==> config.mk <==
export PLATFORM = sky130hd
export DESIGN_NAME = pet_stats_engine_flat
export DESIGN_NICKNAME = d
export VERILOG_FILES = /design/src/rtl/pet_pkg.sv /design/src/rtl/pet_stats_engine_if.sv /design/src/rtl/pet_tick_gen.sv /design/src/rtl/pet_stats_engine.sv /design/src/flat_wrapper.sv
export SDC_FILE = /design/constraint.sdc
export NUM_CORES = 1
export LEC_CHECK = 0
export BUFFER_PORTS_ARGS = -buffer_cell sky130_fd_sc_hd__buf_2
export CAP_MARGIN = 25
export CORE_MARGIN = 3
export CORE_UTILIZATION = 30
export CTS_BUF_LIST = sky130_fd_sc_hd__clkbuf_4
export DETAILED_ROUTE_END_ITERATION = 6
export PLACE_DENSITY = 0.43
export RECOVER_POWER = 25
export SLEW_MARGIN = 20
export SYNTH_ARGS = -nofsm -noshare
export SYNTH_HDL_FRONTEND = slang
export SYNTH_HIERARCHICAL = 1
export SYNTH_SLANG_ARGS = --single-unit
export TNS_END_PERCENT = 100
==> constraint.sdc <==
create_clock -name clk -period 6.2 [get_ports clk]
set_input_delay 0.93 -clock clk [delete_from_list [all_inputs] [get_ports clk]]
set_output_delay 0.93 -clock clk [all_outputs]
set_load 0.01 [all_outputs]
==> src/rtl/pet_pkg.sv <==
// rtl/pet_pkg.sv - life-state encodings and saturating arithmetic shared by the pet stats engine.
package pet_pkg;

  typedef enum logic [1:0] {
    LIFE_ALIVE = 2'd0,
    LIFE_SICK  = 2'd1,
    LIFE_DEAD  = 2'd2,
    LIFE_SLEEP = 2'd3
  } life_e;

  // Helpers operate on a 16-bit carrier; callers zero-extend their stat width into it.
  localparam int SAT_W = 16;
  typedef logic [SAT_W-1:0] sat_t;

  function automatic sat_t sat_add(input sat_t a, input sat_t b, input sat_t max);
    logic [SAT_W:0] sum;
    sum = {1'b0, a} + {1'b0, b};
    return (sum > {1'b0, max}) ? max : sum[SAT_W-1:0];
  endfunction

  function automatic sat_t sat_sub(input sat_t a, input sat_t b);
    return (a > b) ? (a - b) : '0;
  endfunction

endpackage

==> src/rtl/pet_stats_engine_if.sv <==
// rtl/pet_stats_engine_if.sv - valid/ready action port of the pet stats engine.
interface pet_stats_engine_if #(
  parameter int NUM_STATS = 6,
  parameter int STAT_W    = 4
);
  localparam int IDX_W = $clog2(NUM_STATS);

  logic              action_valid;
  logic              action_ready;
  logic [IDX_W-1:0]  action_idx;
  logic [STAT_W-1:0] action_amt;

  modport master (
    output action_valid, action_idx, action_amt,
    input  action_ready
  );

  modport slave (
    input  action_valid, action_idx, action_amt,
    output action_ready
  );
endinterface

==> src/rtl/pet_tick_gen.sv <==
// rtl/pet_tick_gen.sv - free-running decay tick divider; one-cycle pulse every TICK_COUNT cycles.
module pet_tick_gen #(
  parameter int TICK_COUNT = 10_000_000
) (
  input  logic clk,
  input  logic reset,
  output logic tick
);
  localparam int            CNT_W = (TICK_COUNT > 1) ? $clog2(TICK_COUNT) : 1;
  localparam logic [CNT_W-1:0] LAST = CNT_W'(TICK_COUNT - 1);

  logic [CNT_W-1:0] r_cnt;

  always_ff @(posedge clk) begin
    if (reset) begin
      r_cnt <= '0;
    end else if (r_cnt == LAST) begin
      r_cnt <= '0;
    end else begin
      r_cnt <= r_cnt + CNT_W'(1);
    end
  end

  assign tick = (r_cnt == LAST);
endmodule

==> src/rtl/pet_stats_engine.sv <==
// rtl/pet_stats_engine.sv - NUM_STATS saturating pet stats with decay, action port and life FSM.
// Optional PET_SLEEP_EN adds the SLEEP state driven by the energy stat at ENERGY_IDX.
module pet_stats_engine
  import pet_pkg::*;
#(
  parameter int NUM_STATS   = 6,
  parameter int STAT_W      = 4,
  parameter int TICK_COUNT  = 10_000_000,
  parameter int SICK_THRESH = 3,
  parameter int DEAD_TICKS  = 4
`ifdef PET_SLEEP_EN
  ,
  parameter int ENERGY_IDX  = 4
`endif
) (
  input  logic                        clk,
  input  logic                        reset,
  pet_stats_engine_if.slave           act,
  output logic [NUM_STATS*STAT_W-1:0] stats_flat,
  output logic [1:0]                  life_state,
  output logic                        tick
);
  localparam int                IDX_W    = $clog2(NUM_STATS);
  localparam int                DC_W     = $clog2(DEAD_TICKS + 1);
  localparam logic [STAT_W-1:0] STAT_MAX = '1;
  localparam logic [STAT_W-1:0] SICK_T   = STAT_W'(SICK_THRESH);
  localparam logic [DC_W-1:0]   DEAD_T   = DC_W'(DEAD_TICKS);

  logic [STAT_W-1:0] r_stats      [NUM_STATS];
  logic [STAT_W-1:0] w_stats_next [NUM_STATS];
  life_e             r_state;
  life_e             w_state_next;
  logic [DC_W-1:0]   r_dead_cnt;
  logic [DC_W-1:0]   w_dead_next;
  logic              r_ready;
  logic              w_ready_next;
  logic              w_tick;
  logic              w_accept;
  logic              w_any_zero;
  logic              w_any_low;

  pet_tick_gen #(
    .TICK_COUNT(TICK_COUNT)
  ) u_tick_gen (
    .clk   (clk),
    .reset (reset),
    .tick  (w_tick)
  );

  // Out-of-range indices still complete the handshake; they just match no stat.
  assign w_accept = act.action_valid && r_ready && (int'(act.action_idx) < NUM_STATS);

  // Action is applied before decay so a same-cycle add and tick give sat_sub(sat_add(s, amt), 1).
  always_comb begin
    w_any_zero = 1'b0;
    w_any_low  = 1'b0;
    for (int i = 0; i < NUM_STATS; i++) begin
      w_stats_next[i] = r_stats[i];
      if (r_state != LIFE_DEAD) begin
        if (w_accept && (act.action_idx == IDX_W'(i))) begin
          w_stats_next[i] = STAT_W'(sat_add(sat_t'(w_stats_next[i]), sat_t'(act.action_amt),
                                            sat_t'(STAT_MAX)));
        end
        if (w_tick) begin
`ifdef PET_SLEEP_EN
          if (r_state == LIFE_SLEEP) begin
            if (i == ENERGY_IDX) begin
              w_stats_next[i] = STAT_W'(sat_add(sat_t'(w_stats_next[i]), sat_t'(1),
                                                sat_t'(STAT_MAX)));
            end
          end else begin
            w_stats_next[i] = STAT_W'(sat_sub(sat_t'(w_stats_next[i]), sat_t'(1)));
          end
`else
          w_stats_next[i] = STAT_W'(sat_sub(sat_t'(w_stats_next[i]), sat_t'(1)));
`endif
        end
      end
      if (w_stats_next[i] == '0) w_any_zero = 1'b1;
      if (w_stats_next[i] <= SICK_T) w_any_low = 1'b1;
    end
  end

  always_comb begin
    w_dead_next  = r_dead_cnt;
    w_state_next = r_state;
    case (r_state)
      LIFE_ALIVE, LIFE_SICK: begin
        if (w_tick) begin
          if (!w_any_zero) begin
            w_dead_next = '0;
          end else if (r_dead_cnt != DEAD_T) begin
            w_dead_next = r_dead_cnt + DC_W'(1);
          end
        end
        if (w_dead_next == DEAD_T) begin
          w_state_next = LIFE_DEAD;
`ifdef PET_SLEEP_EN
        end else if (w_stats_next[ENERGY_IDX] == '0) begin
          w_state_next = LIFE_SLEEP;
`endif
        end else if (w_any_low) begin
          w_state_next = LIFE_SICK;
        end else begin
          w_state_next = LIFE_ALIVE;
        end
      end
`ifdef PET_SLEEP_EN
      // Dead count is frozen while asleep; wake only on the tick that refills energy.
      LIFE_SLEEP: begin
        if (w_tick && (w_stats_next[ENERGY_IDX] == STAT_MAX)) begin
          w_state_next = w_any_low ? LIFE_SICK : LIFE_ALIVE;
        end
      end
`endif
      default: begin
        w_state_next = r_state;
      end
    endcase
  end

  assign w_ready_next = (w_state_next == LIFE_ALIVE) || (w_state_next == LIFE_SICK);

  always_ff @(posedge clk) begin
    if (reset) begin
      for (int i = 0; i < NUM_STATS; i++) r_stats[i] <= STAT_MAX;
      r_state    <= LIFE_ALIVE;
      r_dead_cnt <= '0;
      r_ready    <= 1'b1;
    end else begin
      for (int i = 0; i < NUM_STATS; i++) r_stats[i] <= w_stats_next[i];
      r_state    <= w_state_next;
      r_dead_cnt <= w_dead_next;
      r_ready    <= w_ready_next;
    end
  end

  for (genvar g = 0; g < NUM_STATS; g++) begin : g_flat
    assign stats_flat[g*STAT_W +: STAT_W] = r_stats[g];
  end

  assign act.action_ready = r_ready;
  assign life_state       = r_state;
  assign tick             = w_tick;
endmodule
==> src/flat_wrapper.sv <==
// flat-port wrapper written by rule: the top's interface ports become plain ports
module pet_stats_engine_flat import pet_pkg::*;
#(
  parameter int NUM_STATS   = 6,
  parameter int STAT_W      = 4,
  parameter int TICK_COUNT  = 10_000_000,
  parameter int SICK_THRESH = 3,
  parameter int DEAD_TICKS  = 4

)
  (clk, reset, stats_flat, life_state, tick, act_action_valid, act_action_idx, act_action_amt, act_action_ready);
  pet_stats_engine_if #(.NUM_STATS(NUM_STATS), .STAT_W(STAT_W)) act_i ();
  input  logic clk;
  input  logic reset;
  output logic [NUM_STATS*STAT_W-1:0] stats_flat;
  output logic [1:0] life_state;
  output logic tick;
  input wire logic [$bits(act_i.action_valid)-1:0] act_action_valid;
  input wire logic [$bits(act_i.action_idx)-1:0] act_action_idx;
  input wire logic [$bits(act_i.action_amt)-1:0] act_action_amt;
  output wire logic [$bits(act_i.action_ready)-1:0] act_action_ready;
  assign act_i.action_valid = act_action_valid;
  assign act_i.action_idx = act_action_idx;
  assign act_i.action_amt = act_action_amt;
  assign act_action_ready = act_i.action_ready;
  pet_stats_engine #(.NUM_STATS(NUM_STATS), .STAT_W(STAT_W), .TICK_COUNT(TICK_COUNT), .SICK_THRESH(SICK_THRESH), .DEAD_TICKS(DEAD_TICKS)) u_core (.clk(clk), .reset(reset), .act(act_i), .stats_flat(stats_flat), .life_state(life_state), .tick(tick));
endmodule
== Yosys cells after proc, flatten, opt, wreduce, memory -nomap -nowiden ==
Memory sizes are Yosys's and may differ from the RTL's.
Cells that the tools add are included.
Cells by class
  multiplexer cells: 64
  reductions and logical operators: 20
  equality and inequality tests: 11
  magnitude comparators: 19
  bitwise operators: 6
  $add $sub $neg: 14
Operator list (count)
  two-way mux 4 bit: 42
  adder 4 x 4 -> 5 bit: 6
  > comparator 5 x 4 -> 1 bit (second input constant): 6
  adder 24 x 1 -> 24 bit (second input constant): 1
  equality test 24 bit (second input constant): 1
  > comparator 4 x 1 -> 1 bit (second input constant): 6
  less-or-equal comparator 4 x 2 -> 1 bit (second input constant): 6
  logical NOT 4 bit: 6
  subtractor 4 x 1 -> 4 bit (second input constant): 6
  two-way mux 1 bit: 16
  two-way mux 3 bit: 4
  equality test 3 bit (second input constant): 3
  logical AND 1 bit: 8
  equality test 3 x 2 -> 1 bit (second input constant): 2
  OR 1 bit: 6
  equality test 2 x 1 -> 1 bit (second input constant): 2
  logical NOT 2 bit: 2
  two-way mux 2 bit: 2
  OR reduction 2 bit: 2
  adder 3 x 1 -> 3 bit (second input constant): 1
  equality test 3 x 1 -> 1 bit (second input constant): 1
  logical NOT 3 bit: 1
  less-than comparator 3 bit (second input constant): 1
  inequality test 3 bit (second input constant): 1
  other kinds (2): 2
Word-level totals
  input port bits: 10
  RAM bits: 24
  register bits after elaboration: 30
  memories: 1
Memories
  u_core.r_stats: words 6, bits a word 4, read ports 6, clocked after memory_dff 0, wr ports 6, RTL line pet_stats_engine.sv:29  | logic [STAT_W-1:0] r_stats [NUM_STATS];

== Logic depth before layout (Yosys ltp) ==
Gate-level depths: netlist of the first run.
An unclocked memory read counts as a cell.
  depth in word-level cells: 25
  mapped depth: 16
  gate-level depth less buffers: 16

== Modules after synthesis ==
The synthesis of the first run kept the hierarchy.
By module, submodules not included
  pet_stats_engine: cells each 476, area an instance 3674.8 µm², instances 1
  pet_tick_gen: cells each 133, area an instance 1103.6 µm², instances 1

== Worst setup path after synthesis of the first run ==
Ideal clock, no wire load.
  path type: input to register
  start: input act_action_amt[0]
  end: register with a tool-made name
  path buffers: 0
  path slack: 2119 ps
  data required time: 6073 ps
  cell stages on the path: 16
  arrival time: 3954 ps
  cells stage by stage: ha_1 -> inv_1 -> fa_1 -> nor2b_1 -> o21ai_0 -> a31oi_1 -> inv_1 -> ha_1 -> nor2_1 -> a211oi_1 -> a211o_1 -> a21oi_1 -> nor4_1 -> a311o_1 -> o2111a_1 -> or3_1
RTL lines
  from (decl): RTL line flat_wrapper.sv:20  | input wire logic [$bits(act_i.action_amt)-1:0] act_action_amt;

==> results.md, run 1 <==
- Avg Synthesized Cell Area: between 7 and 8 um^2
- Compound-Gate Fraction of Synth Area: between 20% and 30%
- Ys async rst share: 0%
- Hold buffers post-CTS: 0
- Synth Flop Type: dfxtp_1
- CP required: 6.49 ns
- Final count of hold timing violations: 0
- Synth top area share: approximately 23%
- Synthesized instance count: 609
- WS Path Type: register to register
- Netlist cell types: 79
- Power per cell area: 136.1 nW/um^2
- Post-DP HPWL: between 10 and 15 mm
- Maximum number of pins on one net before global-route repair: 36
- Clk sinks: 54
- Worst Hold Launch: u_core/u_tick_gen/r_cnt[0]
- H-tree depth: 2
- DR vias/cell: ~5.8
- Share of layout cells above drive strength 1: under 10%
- Hold Path Depth: 1
- Status: completed
- GR Overflow Total: 0
- Final setup skew: ~0.015 ns
- Fill cells: 1,644
- CP Launch Type: register
- Fin crit share: between 70 and 80%
- Vias in the first global route: about 4.4k
- Final Core Density: roughly 34%
- Initial Utilization: a little under a third
- Worst-path clk slew: 0.18 ns
- Core area: 15,370 um^2
- HP Class: register to register
- Drt pass-1 iters: 6
- FP Rows: between 40 and 50
- Area leader, netlist: dfxtp_1
- Pins over their slew limit: 0
- Routed len/inst: approximately 18 um
- Horiz. Die Dim: 132.2 um
- Final setup viols: 0
- Reg-to-Reg Start: u_core/u_tick_gen/r_cnt[14]
- Number of DRC markers in iteration 0: ~430
- Max Cap Viol: 0
- Post-cts repair resize count: 0
- First-pass GRT wire length: about 24 mm
- Synth-to-Final Area Change: 9.243%
- XOR/XNOR Fraction of Synth Area: just under 3%
- # IOs: 38
- Main combinational cell family by area after synthesis: compound AO/OA/AOI/OAI gates
- Gr usage total: around 17%
- Net count, final: about 700
- Clock Latency Late Sink: ~0.4 ns
- Simple-Gate Fraction of Synth Area: approximately 27%
- Leak: between 1.5 and 2 nW
- Root Buffer: clkbuf_4
- Residual DRC: 0
- Setup bufs post-CTS: 0
- IR drop worst, VDD: 0.00008454 V
- Crit. End Element: register
- Routed wire length: 15.16 mm
- Post-synthesis sequential area ratio: 22.62%
- R2R depth: 13
- Seq. cell area: ~1100 um^2
- Setup TNS: 0 ns
- Most frequent cells after synthesis: nor2_1, dfxtp_1, nand2_1
- Slew margin rel.: roughly 8.8%
- Min Tclk post-route: ~4.5 ns
- TritonCTS clock tree: yes
- DIE AREA: between 15,000 and 20,000 um^2
- Post-synth EDFFs: 0
- Worst hold path endpoint: u_core/u_tick_gen/r_cnt[0]
- Crit-path max FO: 35
- RD Place Congestion: ~0.86
- Syn Std Cell Area: 4778 um^2
- Via count: 4,859
- Die Y-Extent: 132.2 um
- Largest cells by area after synthesis: dfxtp_1, ha_1, nor2_1
- Antenna Nets Post-Route: 0
- Highest clock rate: between 200 and 250 MHz
- Port Buffers: 37
- Yosys warns: 6
- Worst reg-to-reg setup slack: 1.72 ns
- Post-synth net total: approximately 660
- Clock Path Buffers: 2
- FF+latch count, synth: 54
- Top-count cell post-synth: nor2_1
- Post-Synth Adder-Cell Area: between 10 and 15%
- RSZ-0062 raised after global routing: false
- TritonCTS Buffers: 5
- Multiplexer share of the synthesized area: roughly 1.3%
- Critical Path AT: around 4.8 ns
- Initial antenna violation count: 0
- N_diodes: 0
- Multi-input gate area: between 3000 and 4000 um^2
- Slew @ Worst Pin: 1.369 ns
layout make-up:
| cell class | count | area share, % |
|---|---|---|
| timing repair buffer | 41 | 3.667 |
| clock inverter | 3 | 0.9108 |
| tap | 211 | 5.058 |
| multi-input combinational | 504 | 66.99 |
| sequential | 54 | 20.71 |
| clock buffer | 5 | 0.7191 |
| inverter | 27 | 1.942 |
power breakdown:
part           switching, mW  internal, mW
sequential           0.00764         0.352
clock                  0.124        0.0873
combinational         0.0872        0.0521
total                  0.219         0.492
cell families (layout without fill, tap and decap cells):
kind of cell | count (synthesis) | after routing
compound gates | 200 | 200
fa+ha+maj | 43 | 43
flops | 54 | 54
simple gates | 239 | 239
xor+xnor | 16 | 16
mux | 6 | 6
buf+inv | 51 | 76
worst max path at each step:
stage,endpoint,slack [ns],startpoint
final,register,1.72,u_core/u_tick_gen/r_cnt[14]
after global routing,register,1.44,act_action_amt[1]
after CTS,register,1.79,act_action_amt[1]
after detailed placement,register,1.34,act_action_amt[1]
after global placement,register,1.47,act_action_amt[1]
after floorplan,register,2.12,act_action_amt[0]
metal layers:
metal / part of all wire [%] / global-route usage, %
met5: 0 / 0
met4: 1.2 / 3.811
met3: 4.2 / 1.832
met2: 47 / 28.08
met1: 48 / 22.86
critical path, stage by stage, from the launching register on:
cell	delay, ns
dfxtp_1	0.43
nor4b_1	0.33
nand4_1	0.19
nor4_2	0.40
buf_4	0.47
nor4b_1	0.42
o21ai_0	0.23
o41ai_2	0.10
nor3_1	0.09
a311o_1	0.36
nor4_1	0.44
a311o_1	0.37
nor4_1	0.12
or3_1	0.40
placed cells by master, fill, tap and decap left out, drive strengths merged, types with 8 or more instances in the layout:
| cell type | count |
|---|---|
| o211ai | 8 |
| a211o | 11 |
| a21oi | 40 |
| nor2 | 62 |
| inv | 28 |
| nor4 | 15 |
| nand2b | 9 |
| a211oi | 10 |
| ha | 37 |
| dfxtp | 54 |
| buf | 22 |
| or3 | 13 |
| nand3 | 16 |
| xnor2 | 13 |
| nor3 | 18 |
| o21ai | 40 |
| a21o | 15 |
| nand2 | 46 |
| clkbuf | 24 |
| nand4 | 14 |
| o22ai | 11 |
through the flow:
stage / hold WS, ns / area [um^2] / power (mW) / worst slack (ns) / instances
final: 0.4656 / 5220 / 0.7104 / 1.721 / 845
after global routing: 0.4963 / 5220 / 0.7563 / 1.435 / 845
after CTS: 0.4700 / 5244 / 0.7264 / 1.786 / 845
after detailed placement: 0.4438 / 5159 / 0.5052 / 1.343 / 837
after global placement: 0.4275 / 5159 / 0.5036 / 1.467 / 837
after floorplan: 0.4176 / 4778 / 0.4636 / 2.120 / 609
registers in the layout, summed over array words and instances (netlist names), named ones only:
name and flops:
u_core/r_stats 24, u_core/act.action_ready 1, u_core/r_dead_cnt 3, u_core/u_tick_gen/r_cnt 24
Note: power is estimated with default switching activity, not from simulation.
==> inputs of run 2 (changes only) <==
Settings changed: ABC_AREA set to 1, PLACE_DENSITY 0.43 to 0.44.
Clock period 6.2 ns to 4 ns, I/O delays scaled along.
==> run 2 against run 1 <==
Worst setup slack worse by 1.1 ns. Hold slack better by 0.017 ns. Final area up 2.6%. Non-clock buffer count up 3. Largest cell class unchanged. Area after synthesis up 2.1%. Sequential power up 70%. Core utilization up 0.51 points. Final cell count up 24%.
==> results.md, run 2 <==
- Status: completed
- Final count of hold timing violations: 0
- Net count, final: between 800 and 900
- P_int: just under 0.9 mW
- Vias in the first global route: approximately 4.6k
- Max Cap Viol: 0
- Syn Std Cell Area: 4878 um^2
- Crit-path max FO: 4
- TritonCTS clock tree: yes
- Clock Latency Late Sink: 0.43 ns
- Top flop regs: u_core/r_stats (24), u_core/u_tick_gen/r_cnt (24), u_core/r_dead_cnt (3)
- H-tree depth: 2
- Final setup skew: 0.01501 ns
- Worst-path clk slew: about 0.18 ns
- Slew @ Worst Pin: approximately 0.89 ns
- Routed wire length: 13.96 mm
- Clk pwr share: a little under a quarter
- Netlist cell types: 39
- FP Rows: between 40 and 50
- First-pass GRT wire length: 23.08 mm
- Post-synth EDFFs: 0
- Leak: between 2 and 3 nW
- Horiz. Die Dim: between 100 and 150 um
- Power per cell area: ~270 nW/um^2
- # IOs: 38
- Most frequent cells in the layout: nand2_1, nor2_1, inv_1, nand3_1, dfxtp_1
- Core area: 15,540 um^2
- Highest clock rate: ~300 MHz
- Drt pass-1 iters: 5
- Slew margin rel.: around 40%
- Setup TNS: 0 ns
- Clock Path Buffers: 2
- Maximum number of pins on one net before global-route repair: 25
- Sequential share of power: a little over two fifths
- Initial antenna violation count: 0
- Synth-to-Final Area Change: 9.797%
- Critical Path Source: u_core/r_stats[4][0]
- Setup bufs post-CTS: 0
- DIE AREA: 17,830 um^2
- DR vias/cell: approximately 4.7
- Pins over their slew limit: 0
- Sw Share: 38.86%
- Post-route cell area: between 5000 and 6000 um^2
- Yosys warns: 6
- Overall power: ~1.4 mW
- Ys async rst share: 0%
- Antenna Nets Post-Route: 0
- Placed inst area: between 5000 and 6000 um^2
- Crit. End Element: register
- Top-count cell post-synth: nand2_1
- Largest cells by area after synthesis: dfxtp_1, nand2_1, ha_1
- Share of layout cells above drive strength 1: ~13%
- RSZ-0062 raised after global routing: false
- Worst Hold Launch: u_core/u_tick_gen/r_cnt[0]
- Area leader, netlist: dfxtp_1
- Min Tclk post-route: around 3.4 ns
- Hold Path Depth: 1
- Final setup viols: 0
- Post-synthesis sequential area ratio: between 20 and 25%
- Most frequent cells after synthesis: nand2_1, nor2_1, inv_1
- WS Path Type: register to register
- Combinational share of power: about a third
- Via count: approximately 4.9k
- Number of DRC markers in iteration 0: between 300 and 400
- R2R depth: 26
- Hold buffers post-CTS: 0
- Avg Synthesized Cell Area: about 6.1 um^2
- Initial Utilization: between 30% and 40%
- Residual DRC: 0
- CP Launch Type: register
- CP required: approximately 4.3 ns
- GR Overflow Total: 0
- Root Buffer: clkbuf_4
- Reg-to-Reg Start: u_core/r_stats[4][0]
- Psw: 0.5611 mW
- Clk sinks: 54
- Post-cts repair resize count: 0
- Gr usage total: between 10% and 20%
- Post-DP HPWL: approximately 11 mm
- Synth Flop Type: dfxtp_1
- Fin crit share: approximately 84%
- TritonCTS Buffers: 5
- Synth top area share: ~22%
- RD Place Congestion: about 0.87
- Routed len/inst: 13.33 um
- IR drop worst, VDD: around 0.00020 V
- FF+latch count, synth: 54
- Die Y-Extent: roughly 130 um
- Post-synth net total: about 850
- Commonest non-fill, non-tap cell in the layout: nand2_1
- Critical Path AT: 3.71 ns
- Port Buffers: 37
- HP Class: register to register
- Synthesized instance count: 796
- N_diodes: 0
-- run 2: power by group through the flow --
stage	sequential [mW]	clock (mW)	combinational (mW)
global placement	0.622	0	0.494
finish	0.611	0.338	0.494
detailed placement	0.623	0	0.498
CTS	0.612	0.358	0.501
floorplan	0.622	0	0.353
global route	0.618	0.370	0.573
-- run 2: final cells by class --
type                            count  area, um^2
Inverter                          107       401.6
Multi-Input combinational cell    623        3299
Fill cell                        1777       10180
Tap cell                          211       264.0
Timing Repair Buffer               44       225.2
Sequential cell                    54        1081
Clock inverter                      3       47.55
Clock buffer                        5       37.54
-- run 2: worst paths after layout --
check                                                   to  slack, ns
worst min register to register  u_core/u_tick_gen/r_cnt[0]       0.48
worst min-delay path            u_core/u_tick_gen/r_cnt[0]       0.48
worst max register to register     u_core/act.action_ready       0.63
worst max-delay path               u_core/act.action_ready       0.63
-- run 2: kinds of logic (layout without fill, tap and decap cells) --
logic type | count (synthesis) | in the layout | share of synthesized area [%]
AO/OA/AOI/OAI | 49 | 49 | 5.540
AND/OR/NAND/NOR | 508 | 508 | 46.55
buffers and inverters | 119 | 159 | 9.669
adder cells (fa/ha/maj) | 43 | 43 | 11.95
XOR/XNOR | 23 | 23 | 4.129
flip-flops | 54 | 54 | 22.16
-- run 2: routing by layer --
| metal | vias up | global-route usage (%) | share of wire, % |
|---|---|---|---|
| li1 | 2589 | - | - |
| met1 | 2203 | 22.41 | 51 |
| met2 | 78 | 25.76 | 45 |
| met3 | 8 | 2.568 | 3.7 |
| met4 | 0 | 2.571 | 0.76 |
| met5 | - | 0 | 0 |
-- run 2: per-stage QoR --
| step | hold slack [ns] | setup slack (ns) | instances | utilization [%] |
|---|---|---|---|---|
| after floorplan | 0.4274 | 0.9268 | 796 | - |
| after global placement | 0.4402 | 0.1967 | 1039 | 34.19 |
| after detailed placement | 0.4480 | 0.1977 | 1039 | 34.19 |
| after CTS | 0.4629 | 0.6190 | 1047 | 34.73 |
| after global routing | 0.4985 | 0.1920 | 1047 | 34.47 |
| final | 0.4822 | 0.6262 | 1047 | 34.47 |
-- run 2: worst max-delay path, cell delays in order (launching register included) --
cell and delay, ns:
dfxtp_1 0.45, ha_1 0.22, inv_1 0.08, fa_1 0.45, inv_1 0.09, nand3_1 0.06
nand2_1 0.11, nor2_4 0.05, nand2_1 0.09, nand2_2 0.08, inv_1 0.08, ha_1 0.14
nor2_1 0.04, a21oi_1 0.16, nand3_1 0.13, nand2_1 0.09, inv_1 0.07, nand2_1 0.09
nand3_1 0.10, nor2_1 0.14, nor2_2 0.06, nand2_2 0.08, nand2_1 0.05, nand2_1 0.10
nand3_2 0.10, a21oi_2 0.17, inv_2 0.04
==> inputs of run 3 (changes only) <==
Settings changed: ABC_AREA 1 to 0.
Clock period 4 ns to 3 ns, I/O delays scaled along.
==> run 3 against run 2 <==
The run now ends with negative setup slack left. Register-to-register slack lost 1.1 ns. Fmax shrank 3.1%. Final area increased by 36%. Combinational power fell by 3%. Global-route usage is 4.1 points higher. Sequential cell count is the same. Core utilization increased by 13 points. Non-clock buffer count rose by 212. Count of clock-buffer cells in the layout stayed put. Worst setup slack lost 1.1 ns. Sequential share of layout area fell by 5.3 points. Highest routed layer unchanged.
==> results.md, run 3 (same netlist as run 1, synthesis figures left out) <==
- Status: finished, violations left
- Failing checks: negative setup slack
- Crit-path max FO: 6
- Clock Latency Late Sink: 0.43 ns
- Hold Path Depth: 3
- Core area: roughly 15,000 um^2
- CP Launch Type: register
- Placed inst area: 6729 um^2
- Via count: around 5.7k
- Max Cap Viol: 0
- RSZ-0062 raised after global routing: true
- Multi-input gate area: 3935 um^2
- Share of layout cells above drive strength 1: 42.05%
- GR Overflow Total: 0
- Antenna Nets Post-Route: 0
- Worst-path clk slew: between 0.15 and 0.2 ns
- Post-DP HPWL: 13.78 mm
- H-tree depth: 2
- N_diodes: 0
- Commonest non-fill, non-tap cell in the layout: buf_4
- Horiz. Die Dim: 132.2 um
- First-pass GRT wire length: about 29 mm
- Top flop regs: u_core/r_stats (24), u_core/u_tick_gen/r_cnt (24), u_core/r_dead_cnt (3)
- Power per cell area: between 200 and 250 nW/um^2
- IR drop worst, VDD: 0.0001892 V
- Fin crit share: 116.1%
- DR vias/cell: around 5.4
- Final Worst Setup Slack: -0.4824 ns
- Highest clock rate: 287.2 MHz
- Initial antenna violation count: 0
- Seq. cell area: around 1100 um^2
- Slew margin rel.: about two thirds
- Critical Path AT: about 3.8 ns
- Routed wire length: about 18 mm
- Vias in the first global route: 5,620
- Post-route cell area: 7296 um^2
- Root Buffer: clkbuf_4
- Pins over their slew limit: 0
- Clock Path Buffers: 2
- Most frequent cells in the layout: buf_4, nor2_1, dfxtp_1, nand2_1, buf_2
- # IOs: 38
- Crit. End Element: register
- Die Y-Extent: about 130 um
- Slew @ Worst Pin: about 0.53 ns
- Hold buffers post-CTS: 0
- R2R depth: 16
- Fill cells: between 1.5k and 2k
- Number of DRC markers in iteration 0: approximately 370
- HP Class: primary input to register
- CP required: roughly 3.3 ns
- Clk sinks: 54
- Final count of hold timing violations: 0
- FP Rows: 45
- Port Buffers: 37
- DIE AREA: roughly 17,000 um^2
- RD Place Congestion: between 0.8 and 0.9
- TritonCTS clock tree: yes
- TritonCTS Buffers: 5
- Residual DRC: 0
- Initial Utilization: a little under a third
- WHS: between 0.4 and 0.5 ns
- Maximum number of pins on one net before global-route repair: 32
- WS Path Type: register to register
- Min Tclk post-route: 3.482 ns
- Final setup skew: 0.01391 ns
- Drt pass-1 iters: 4
- Leak: a little under 3 nW
- Routed len/inst: 16.95 um
- Gr usage total: roughly 20%
- Synth-to-Final Area Change: 52.68%
- Net count, final: 901
- Final setup viols: 6
-- run 3: cell count changes in the layout (fill, tap and decap cells not counted), moves of 9 or more --
cell,previous run,this run
nand2_1,254,45
buf_4,7,199
nand3_1,89,13
inv_1,95,22
nor2_1,98,54
o21ai_0,6,32
nor2_2,26,4
a21o_1,0,15
ha_1,37,25
or3_1,0,12
a211o_1,0,11
nor3_1,1,11
o22ai_1,0,9
xor2_1,12,3
-- run 3: path summary, 6_finish.rpt --
kind / slack, ns / to / start
min reg2reg: 0.50 / u_core/u_tick_gen/r_cnt[23] / u_core/u_tick_gen/r_cnt[23]
max reg2reg: -0.48 / register / u_core/r_stats[2][0]
min: 0.46 / u_core/r_stats[0][2] / reset
max: -0.48 / register / u_core/r_stats[2][0]
-- run 3: metrics by stage --
step	instances	util [%]	power, mW	worst slack (ns)	TNS [ns]
5_1_grt	1060	47.46	1.711	-0.6134	-3.229
6_report	1060	47.46	1.614	-0.4824	-2.391
4_1_cts	1050	45.95	1.620	-0.4093	-2.050
2_1_floorplan	609	-	0.9677	-0.4498	-1.443
3_3_place_gp	1033	43.78	1.183	-0.8866	-7.601
3_5_place_dp	1033	43.78	1.187	-0.8757	-7.656
-- run 3: layout make-up --
class | instances | share of cell area (%)
Clock buffer | 5 | 0.5145
Clock inverter | 3 | 0.3944
Inverter | 27 | 1.441
Multi-Input combinational cell | 504 | 53.94
Sequential cell | 54 | 14.89
Tap cell | 211 | 3.619
Timing Repair Buffer | 256 | 25.21
-- run 3: repair_timing --
| item | 4_1_cts | 5_1_grt |
|---|---|---|
| resized for setup | 49 | 47 |
| setup endpoints to repair | 8 | 12 |
| buffers inserted | 9 | 11 |
| pin swaps | 19 | 21 |
-- run 3: worst max-delay path, cell delays in order (launching register included) --
cell      delay, ns
dfxtp_2        0.40
ha_4           0.14
inv_2          0.03
fa_2           0.37
nor2b_4        0.15
o21ai_2        0.09
a31oi_2        0.25
inv_2          0.08
ha_4           0.20
nor2_4         0.12
a211oi_2       0.05
a211o_1        0.29
a21oi_2        0.17
nor4_4         0.06
a311o_1        0.40
o2111a_1       0.27
or3_1          0.32
-- run 3: power breakdown --
part,switching (mW),internal (mW),leakage (nW)
clock,0.298,0.102,0.0377
sequential,0.00735,0.728,0.436
combinational,0.243,0.235,2.47
-- run 3: routing by layer --
layer  wire length [um]  track usage [%]  vias to the layer above
met3                668            2.863                       23
met1               8543            27.10                     2738
met2               8439            33.32                      122
met5                  0                0                        -
li1                   -                -                     2822
met4                313            4.908                        0
